`src/rtl/booth_mul_seq.sv`:
```
// rtl/booth_mul_seq.sv - sequential radix-2 Booth multiplier, W x W -> 2W, on a CLA add/sub stage.
// Optional MUL_UNSIGNED_EN adds an 'uns' input for unsigned products (one extra iteration).

module booth_cla_addsub #(
   parameter int N = 5
) (
   input  logic [N-1:0] a,
   input  logic [N-1:0] b,
   input  logic         mode,
   output logic [N-1:0] sum,
   output logic         cout,
   output logic         ovf
);
   logic [N-1:0] bx;
   logic [N-1:0] g;
   logic [N-1:0] p;
   logic [N:0]   c;
   logic         cc;
   logic         pp;

   // Each carry is expanded from the generate/propagate terms directly, not rippled.
   always_comb begin
      bx   = b ^ {N{mode}};
      g    = a & bx;
      p    = a ^ bx;
      c    = '0;
      cc   = 1'b0;
      pp   = 1'b0;
      c[0] = mode;
      for (int i = 0; i < N; i++) begin
         cc = g[i];
         pp = p[i];
         for (int j = i - 1; j >= 0; j--) begin
            cc = cc | (pp & g[j]);
            pp = pp & p[j];
         end
         c[i+1] = cc | (pp & mode);
      end
      sum  = p ^ c[N-1:0];
      cout = c[N];
      ovf  = c[N] ^ c[N-1];
   end
endmodule

module booth_mul_seq #(
   parameter int W = 4
) (
   input  logic           clk,
   input  logic           rst,
   input  logic           start,
   input  logic [W-1:0]   A,
   input  logic [W-1:0]   B,
`ifdef MUL_UNSIGNED_EN
   input  logic           uns,
`endif
   output logic           busy,
   output logic           done,
   output logic [2*W-1:0] P
);
   localparam int AW = W + 1;
`ifdef MUL_UNSIGNED_EN
   localparam int QW = W + 1;
`else
   localparam int QW = W;
`endif
   localparam int CW = $clog2(W + 2);

   typedef enum logic [1:0] {IDLE, CALC, DONE} state_t;

   state_t         state;
   logic [AW-1:0]  acc;
   logic [QW-1:0]  q;
   logic           q_1;
   logic [AW-1:0]  mc;
   logic [CW-1:0]  cnt;
`ifdef MUL_UNSIGNED_EN
   logic           uns_r;
`endif

   logic [AW-1:0]  as_sum;
   logic [1:0]     addsub_unused;
   logic [AW-1:0]  acc_op;
   logic [AW-1:0]  acc_n;
   logic [QW-1:0]  q_n;
   logic           q1_n;
   logic [2*W-1:0] prod_n;

   // Booth pair 10 subtracts the multiplicand, 01 adds it.
   booth_cla_addsub #(.N(AW)) u_addsub (
      .a    (acc),
      .b    (mc),
      .mode (q[0] & ~q_1),
      .sum  (as_sum),
      .cout (addsub_unused[1]),
      .ovf  (addsub_unused[0])
   );

   always_comb begin
      acc_op = (q[0] ^ q_1) ? as_sum : acc;
      acc_n  = {acc_op[AW-1], acc_op[AW-1:1]};
      q_n    = {acc_op[0], q[QW-1:1]};
      q1_n   = q[0];
`ifdef MUL_UNSIGNED_EN
      // Signed runs stop one shift short, so the zero pad still sits in q_n[0].
      if (uns_r)
         prod_n = {acc_n[W-2:0], q_n};
      else
         prod_n = {acc_n[W-1:0], q_n[QW-1:1]};
`else
      prod_n = {acc_n[W-1:0], q_n};
`endif
   end

   always_ff @(posedge clk or posedge rst) begin
      if (rst) begin
         state <= IDLE;
         busy  <= 1'b0;
         done  <= 1'b0;
         P     <= '0;
         acc   <= '0;
         q     <= '0;
         q_1   <= 1'b0;
         mc    <= '0;
         cnt   <= '0;
`ifdef MUL_UNSIGNED_EN
         uns_r <= 1'b0;
`endif
      end else begin
         case (state)
            CALC: begin
               acc <= acc_n;
               q   <= q_n;
               q_1 <= q1_n;
               cnt <= cnt - CW'(1);
               if (cnt == CW'(1)) begin
                  state <= DONE;
                  busy  <= 1'b0;
                  done  <= 1'b1;
                  P     <= prod_n;
               end
            end
            default: begin
               done <= 1'b0;
               if (start) begin
                  state <= CALC;
                  busy  <= 1'b1;
                  acc   <= '0;
                  q_1   <= 1'b0;
`ifdef MUL_UNSIGNED_EN
                  uns_r <= uns;
                  mc    <= uns ? {1'b0, A} : {A[W-1], A};
                  q     <= {1'b0, B};
                  cnt   <= uns ? CW'(W + 1) : CW'(W);
`else
                  mc    <= {A[W-1], A};
                  q     <= B;
                  cnt   <= CW'(W);
`endif
               end else begin
                  state <= IDLE;
               end
            end
         endcase
      end
   end
endmodule

```
`config.mk`:
```
export PLATFORM = sky130hd
export DESIGN_NAME = booth_mul_seq
export DESIGN_NICKNAME = d
export VERILOG_FILES = /design/src/rtl/booth_mul_seq.sv
export SDC_FILE = /design/constraint.sdc
export NUM_CORES = 1
export LEC_CHECK = 0
export ABC_AREA = 1
export ABC_CLOCK_PERIOD_IN_PS = 2550
export BUFFER_PORTS_ARGS = -buffer_cell sky130_fd_sc_hd__buf_2
export CAP_MARGIN = 20
export CORE_UTILIZATION = 55
export CTS_CLUSTER_DIAMETER = 120
export DETAILED_ROUTE_END_ITERATION = 8
export GPL_ROUTABILITY_DRIVEN = 0
export PLACE_DENSITY_LB_ADDON = 0.05
export SLEW_MARGIN = 15
export SYNTH_ARGS = -nofsm -noshare
export SYNTH_HDL_FRONTEND = slang
export SYNTH_SLANG_ARGS = --single-unit
export TNS_END_PERCENT = 100
```
`constraint.sdc`:
```
create_clock -name clk -period 2.55 [get_ports clk]
set_input_delay 0.51 -clock clk [delete_from_list [all_inputs] [get_ports clk]]
set_output_delay 0.51 -clock clk [all_outputs]
set_load 0.02 [all_outputs]
```
==> impl_metrics.yaml, run 1 <==
status:
  status: "completed"
routing:
  drt_iter0_markers: 21
  vias: 1078
  wirelength_um: 2430
  dr.pass1.iters: 4
  wire_per_inst_um: 11.3
  ant_nets: 0
  vias_per_cell: 5.01
  drc: 0
power:
  ir_drop_v: 0.000803
  p_leak_uw: 0.000858
  power_density_nw_per_um2: 1460
floorplan:
  dieArea_um2: 2750
  die_h_um: 52.4
  coreArea_um2: 2300
  die_x_um: 52.4
  start_util: 0.609
  num_rows: 17
  ios: 21
clock_network:
  clock_path_buffers: 2
  cts_hold_buf: 0
  clk_pin_slew_ns: 0.15
  post_cts_resized: 0
  clockRootBuffer: "clkbuf_4"
  cts_made_buffers: 3
  numClockSinks: 27
  cts_setup_buffers: 0
  clk_latency_ns: 0.33
  cts-htree-levels: 1
  cts_tree: "done"
timing:
  fin_crit_sh: 0.772
  finalSetupViolations: 0
  setup-tns-final_ns: 0
  rsz0062_at_grt: "false"
  relSlewSlack: 0.660
  worst_pin_slew_ns: 0.509
  fmax_mhz: 508
  finalMaxSlewViolations: 0
  skew_ns: 0.00649
  final_hold_viol_count: 0
  layout_min_cycle_time_ns: 1.97
grt:
  grt_pass1_vias: 1074
  grt_max_degree: 28
  overflow: 0
  grt_pass1_wl_um: 4520
  grt.total_usage: 0.221
  grt_antenna_before_repair: 0
finish:
  final_nets: 206
  utilization: 0.668
  drive_gt1_frac: 0.203
  final_common_cell: "nand2_1"
  area_growth_pct: 9.75
  diodes: 0
  mostFrequentLayoutCells: "70 x nand2_1, 27 x dfrtp_1, 20 x buf_2, 13 x inv_1, 8 x nor2_1"
  fillCellCount: 209
worst_setup_path:
  arrival_ns: 2.21
  ff2ff_setup_slack_ns: 0.58
  regToRegStartpoint: "q_1$_DFFE_PP0P_"
  endpoint_kind: "flop"
  r2r-end: "acc[2]$_DFFE_PP0P_"
  start_kind: "flop"
  r2r_cells: 11
  critPathKind: "reg -> reg"
  cp_max_fo: 7
  crit_start: "q_1$_DFFE_PP0P_"
  crit_required_ns: 2.79
synthesis:
  syn_avg_cell_area_um2: 8.48
  synthSimpleGateAreaFrac: 0.293
  synth_cell_type_count: 25
  syn_inst: 165
  syn_nets: 183
  yosysSeqAreaShare: 0.483
  synth_top_family_by_area: "simple AND/OR/NAND/NOR gates"
  synth-xor-area-share: 0.0313
  synth_fa_ha_area_frac: 0.0626
  synthMuxAreaShare: 0
  synth_area_um2: 1400
  synth_seq_cells: 27
  synth_warnings: 0
  synth_compound_area_frac: 0.0555
placement:
  portBuffers: 20
  dp_hpwl_um: 1890
min_path:
  hold_class: "in -> async"
flow_run:
  drv_cap: 0
==> worst max-delay path: stages, from the launching register on <==
cell and delay, ns:
dfrtp_1 0.39, inv_1 0.07, ha_1 0.31, xor2_1 0.19, ha_1 0.29, or2_0 0.21
nand2_1 0.08, nand3b_1 0.08, nand3_1 0.09, nand2_1 0.07, nand2_1 0.06, nand2_1 0.05
==> through the flow <==
stage | cell area (µm²) | hold slack, ns | std cells | power [µW] | worst slack [ns]
final | 1540 | 0.208 | 215 | 2240 | 0.581
after floorplan | 1400 | 0.460 | 165 | 1820 | 0.755
after detailed placement | 1510 | 0.461 | 211 | 2070 | 0.587
after global placement | 1510 | 0.449 | 211 | 2010 | 0.642
after global routing | 1540 | 0.226 | 215 | 2510 | 0.329
after CTS | 1540 | 0.222 | 215 | 2260 | 0.558
==> routing by layer <==
metal | vias to the layer above | track usage | part of all wire
li1 | 561 | - | -
met1 | 494 | 0.282 | 0.48
met2 | 19 | 0.369 | 0.48
met3 | 4 | 0.0319 | 0.033
met4 | 0 | 0.0965 | 0.012
met5 | - | 0 | 0
==> cell type report <==
| class | instances | area [µm²] | share of cell area |
|---|---|---|---|
| clock buffer | 3 | 22.5 | 0.0147 |
| multi-input combinational | 118 | 619 | 0.403 |
| sequential | 27 | 676 | 0.440 |
| inverter | 16 | 60.1 | 0.0391 |
| clock inverter | 1 | 7.51 | 0.00489 |
| timing repair buffer | 22 | 115 | 0.0750 |
| tap | 28 | 35.0 | 0.0228 |
==> cells in the mapped netlist <==
cell type	count	area (µm²)
inv_1	13	48.8
o211ai_1	2	15.0
o21ai_1	2	10.0
nand3_1	4	20.0
or2_2	1	6.26
nand3b_1	1	7.51
nor3_4	1	16.3
dfrtp_1	27	676
nand4_1	1	6.26
nor2_2	2	12.5
o21ai_2	2	17.5
or2_1	2	12.5
clkbuf_8	1	13.8
or2_0	1	6.26
nand3_2	3	30.0
o22ai_1	2	12.5
a22oi_1	1	7.51
inv_2	3	11.3
nand2_1	70	263
o21ai_0	3	15.0
ha_1	7	87.6
xor2_1	5	43.8
buf_6	2	22.5
buf_4	1	7.51
nor2_1	8	30.0
==> cell families after synthesis <==
group                      count (synthesis)
and+or+nand+nor                           94
buffers and inverters                     20
AOI/OAI and AO/OA                         12
xor gates and xnor gates                   5
DFF                                       27
adders and majority gates                  7
==> state kept, by name, indices dropped and copies added, names as in the netlist <==
register  count
state         2
cnt           3
acc           4
P             8
busy          1
q_1           1
mc            4
q             4
==> worst max-delay path by stage <==
stage                               to  slack, ns  cells after the start
floorplan             P[6]$_DFFE_PP0P_       0.76                     11
finish              acc[2]$_DFFE_PP0P_       0.58                     11
detailed placement    P[6]$_DFFE_PP0P_       0.59                     11
global placement    acc[2]$_DFFE_PP0P_       0.64                     11
CTS                   P[6]$_DFFE_PP0P_       0.56                     11
global route          P[6]$_DFFE_PP0P_       0.33                     11
==> report_power, final <==
| part | leakage (µW) | internal, µW | switching [µW] | total (µW) |
|---|---|---|---|---|
| clock network | 0.0000139 | 60.0 | 132 | 192 |
| logic | 0.000508 | 495 | 798 | 1290 |
| registers | 0.000335 | 630 | 122 | 752 |
Note: power is estimated with default switching activity, not from simulation.
==> run 2: changes to the inputs <==
Settings changed: ABC_CLOCK_PERIOD_IN_PS 2550 to 1700, CORE_UTILIZATION 55 to 50.
Clock period 2.55 ns to 1.7 ns, I/O delays scaled along.
==> run 2 against run 1 <==
Net effect:
- the run now ends with setup timing left
- power up 69%
- die area up 9.6%
- sequential share of layout area down 3.1 points
- clock-buffer cell count up 1
- first-iteration DRC count down 29%
- routed wire length up 5.5%
- critical path type unchanged
==> impl_metrics.yaml, run 2 (synthesis gave the netlist of run 1 again) <==
routing:
  ant_nets: 0
  wirelength_um: 2560
  wire_per_inst_um: 11.5
  drc: 0
  vias_per_cell: 4.94
  dr.pass1.iters: 4
  drt_iter0_markers: 15
  vias: 1102
finish:
  final_common_cell: "nand2_1"
  final_nets: 212
  top_register: "P"
  fin_area_um2: 1650
  mostFrequentLayoutCells: "68 x nand2_1, 27 x dfrtp_1, 20 x buf_2, 12 x inv_1, 8 x buf_4"
  area_growth_pct: 18.2
  drive_gt1_frac: 0.285
  largest_register_ffs: 8
  diodes: 0
status:
  status: "finished with violations"
  violations: "setup timing"
worst_setup_path:
  ff2ff_setup_slack_ns: -0.09
  critPathKind: "reg -> reg"
  regToRegStartpoint: "q[0]$_DFFE_PP0P_"
  arrival_ns: 2.02
  cp_max_fo: 5
  crit_start: "q[0]$_DFFE_PP0P_"
  setup.worst_path.end: "P[6]$_DFFE_PP0P_"
  crit_required_ns: 1.94
  endpoint_kind: "flop"
  r2r-end: "P[6]$_DFFE_PP0P_"
  r2r_cells: 9
  start_kind: "flop"
power:
  power_density_nw_per_um2: 2290
  ir_drop_v: 0.00131
  p_leak_uw: 0.000897
  power.total_uw: 3790
timing:
  final_hold_viol_count: 0
  fin_crit_sh: 1.05
  setup-tns-final_ns: -0.335
  relSlewSlack: 0.669
  fmax_mhz: 559
  finalMaxSlewViolations: 0
  worst_pin_slew_ns: 0.496
  finalSetupViolations: 7
  holdWs_ns: 0.0385
  layout_min_cycle_time_ns: 1.79
  skew_ns: 0.00653
  rsz0062_at_grt: "true"
  fin_ws_ns: -0.0874
floorplan:
  coreArea_um2: 2570
  die_x_um: 54.9
  dieArea_um2: 3010
  start_util: 0.545
  die_h_um: 54.9
  ios: 21
  num_rows: 18
grt:
  grt_max_degree: 28
  grt_pass1_vias: 1035
  grt.total_usage: 0.203
  grt_antenna_before_repair: 0
  overflow: 0
  grt_pass1_wl_um: 4300
clock_network:
  clk_pin_slew_ns: 0.14
  cts_tree: "done"
  cts_made_buffers: 3
  clock_path_buffers: 2
  clk_latency_ns: 0.33
  numClockSinks: 27
  clockRootBuffer: "clkbuf_4"
  cts-htree-levels: 1
flow_run:
  drv_cap: 0
placement:
  place_ws_ns: -0.160
  dpl_cell_area_um2: 1560
  portBuffers: 20
  dp_hpwl_um: 1890
min_path:
  hold_class: "in -> async"
-- run 2: report_power, final --
| part | switching (µW) | internal (µW) | total, µW |
|---|---|---|---|
| sequential | 204 | 945 | 1150 |
| combinational | 1350 | 1020 | 2360 |
| clock | 184 | 92.0 | 276 |
-- run 2: worst max-delay path, cell delays in order, from the launching register on --
cell and delay, ns:
dfrtp_1 0.44, ha_4 0.20, buf_4 0.15, xor2_1 0.16
ha_1 0.33, nand3b_1 0.17, nand3_1 0.07, nand2_1 0.07
nand2_1 0.06, nand2_1 0.05
-- run 2: worst min path at each step --
stage          start                to  slack [ns]  cells past startpoint
2_1_floorplan    rst  P[0]$_DFFE_PP0P_        0.39                      1
3_3_place_gp     rst  P[2]$_DFFE_PP0P_        0.41                      3
3_5_place_dp     rst  P[1]$_DFFE_PP0P_        0.41                      3
4_1_cts          rst  P[3]$_DFFE_PP0P_        0.04                      3
5_1_grt          rst  P[3]$_DFFE_PP0P_        0.08                      3
6_report         rst  P[3]$_DFFE_PP0P_        0.04                      3
-- run 2: repair_timing --
action,CTS,global route
resized for setup,4,8
setup endpoints to repair,8,8
setup buffers,0,0
endpoints found under the hold margin,0,0
hold buffers,0,0
pin swaps,2,5
gates cloned,0,0
-- run 2: final cells by class --
cell class | count | area (µm²)
multi-input combinational | 118 | 693
inverter | 16 | 60.1
sequential | 27 | 676
clock buffer | 4 | 26.3
timing repair buffer | 28 | 160
fill | 227 | 915
tap | 30 | 37.5
-- run 2: through the flow --
step	util	std cells
detailed placement	0.606	219
CTS	0.623	223
finish	0.644	223
floorplan	-	165
global route	0.644	223
global placement	0.606	219
-- run 2: metal layers --
| metal | up-vias | share of wire | track usage |
|---|---|---|---|
| li1 | 570 | - | - |
| met1 | 498 | 0.47 | 0.254 |
| met2 | 29 | 0.47 | 0.343 |
| met3 | 5 | 0.041 | 0.0355 |
| met4 | 0 | 0.014 | 0.0875 |
| met5 | - | 0 | 0 |
==> run 3: changes to the inputs <==
Settings changed: CELL_PAD_IN_SITES_DETAIL_PLACEMENT from default to 1, CELL_PAD_IN_SITES_GLOBAL_PLACEMENT from default to 1, CORE_UTILIZATION 50 to 37.
==> run 3 against run 2 <==
Net effect:
- the flow still finishes with violations (setup timing)
- sequential share of layout area is 1.5 points lower
- fmax down 2.0%
- non-clock buffer count rose by 5
- routed wire length grew 19%
- combinational power increased by 8%
- final cell count increased by 9.4%
- cell area grew 3.9%
- critical path type unchanged
- largest cell class unchanged
- highest routed layer unchanged
==> impl_metrics.yaml, run 3 (synthesis gave the netlist of run 1 again) <==
status:
  status: "finished with violations"
  violations: "setup timing"
timing:
  fmax_mhz: 548
  worst_pin_slew_ns: 0.341
  final_hold_viol_count: 0
  fin_crit_sh: 1.07
  setup-tns-final_ns: -0.442
  layout_min_cycle_time_ns: 1.82
  fin_ws_ns: -0.124
  relSlewSlack: 0.772
  finalMaxSlewViolations: 0
  finalSetupViolations: 7
  skew_ns: 0.00225
  rsz0062_at_grt: "true"
  holdWs_ns: 0.121
power:
  power_density_nw_per_um2: 2350
  p_leak_uw: 0.000933
  power.total_uw: 4040
  ir_drop_v: 0.000930
clock_network:
  clk_latency_ns: 0.26
  cts_made_buffers: 3
  numClockSinks: 27
  cts_hold_buf: 0
  clk_pin_slew_ns: 0.09
  cts_tree: "done"
  cts-htree-levels: 1
  clockRootBuffer: "clkbuf_8"
  clock_path_buffers: 2
routing:
  vias_per_cell: 4.69
  drc: 0
  vias: 1145
  dr.pass1.iters: 4
  ant_nets: 0
  drt_iter0_markers: 27
  wirelength_um: 3060
  wire_per_inst_um: 12.5
grt:
  grt_pass1_vias: 1172
  grt.total_usage: 0.171
  overflow: 0
  grt_pass1_wl_um: 5460
  grt_antenna_before_repair: 0
  grt_max_degree: 28
placement:
  portBuffers: 20
  dp_hpwl_um: 2350
  dpl_cell_area_um2: 1580
worst_setup_path:
  start_kind: "flop"
  cp_max_fo: 5
  arrival_ns: 2.03
  endpoint_kind: "flop"
  critical_path.slowest_cell: "dfrtp_1"
  crit_required_ns: 1.91
  critical_path.max_stage_delay_ns: 0.42
  cp_cell_sequence: "ha_4 > xor2_1 > ha_1 > or2_0 > nand2_1 > nand2_1 > nand2_1 > nand3_2 > nand2_2 > nand2_1 > nand2_1"
  critPathKind: "reg -> reg"
  path_common_cell: "nand2_1"
finish:
  drive_gt1_frac: 0.298
  fin_area_um2: 1720
  final_common_cell: "nand2_1"
  top_register: "P"
  largest_register_ffs: 8
  utilization: 0.495
  final_nets: 217
  diodes: 0
  area_growth_pct: 22.8
  mostFrequentLayoutCells: "67 x nand2_1, 27 x dfrtp_1, 20 x buf_2, 12 x inv_1, 12 x buf_4"
floorplan:
  coreArea_um2: 3470
  ios: 21
  die_x_um: 63.5
  die_h_um: 63.5
  dieArea_um2: 4030
  num_rows: 21
  start_util: 0.403
min_path:
  hold_class: "in -> async"
flow_run:
  drv_cap: 0
-- run 3: changes by cell type in the layout (fill, tap and decap cells not counted), sizes merged --
| cell | delta |
|---|---|
| buf | +5 |
-- run 3: repair_timing --
action,4_1_cts,5_1_grt
gates resized for setup,4,8
setup buffers,1,3
pin swaps,2,11
setup endpoints to repair,8,8
-- run 3: area by class of cell --
type,count,area [µm²]
sequential,27,676
fill,447,1750
clock buffer,4,45.0
timing repair buffer,33,201
multi-input combinational,118,678
inverter,16,60.1
tap,46,57.6
-- run 3: worst paths after layout --
check,startpoint,end,slack [ns],cells after the start
setup / recovery,q[0]$_DFFE_PP0P_,acc[2]$_DFFE_PP0P_,-0.12,11
min in group clk,A[0],mc[0]$_DFFE_PP0P_,0.27,3
max in group asynchronous,rst,mc[1]$_DFFE_PP0P_,1.33,3
hold reg to reg,P[0]$_DFFE_PP0P_,P[0]$_DFFE_PP0P_,0.48,2
hold / removal,rst,q[2]$_DFFE_PP0P_,0.12,3
setup reg to reg,q[0]$_DFFE_PP0P_,acc[2]$_DFFE_PP0P_,-0.12,11
-- run 3: metal layers --
| metal | GRT usage | wire, µm |
|---|---|---|
| met1 | 0.225 | 1430 |
| met2 | 0.286 | 1510 |
| met3 | 0.0380 | 93 |
| met4 | 0.0341 | 20 |
| met5 | 0 | 0 |
-- run 3: through the flow --
stage          std cells  setup slack, ns
6_report             244           -0.124
5_1_grt              244           -0.254
4_1_cts              241           -0.126
3_5_place_dp         236           -0.181
3_3_place_gp         236           -0.145
2_1_floorplan        165          -0.0832
-- run 3: worst max-delay path, delay by kind of cell, from the launching register on --
| family | cells | cell delay (ns) |
|---|---|---|
| adder cells (fa/ha/maj) | 2 | 0.52 |
| AND/OR/NAND/NOR | 8 | 0.66 |
| XOR/XNOR | 1 | 0.16 |
| flip-flops | 1 | 0.42 |
-- run 3: where the power goes --
part,internal [µW],switching [µW]
registers,948,198
logic,1110,1430
clock network,168,187
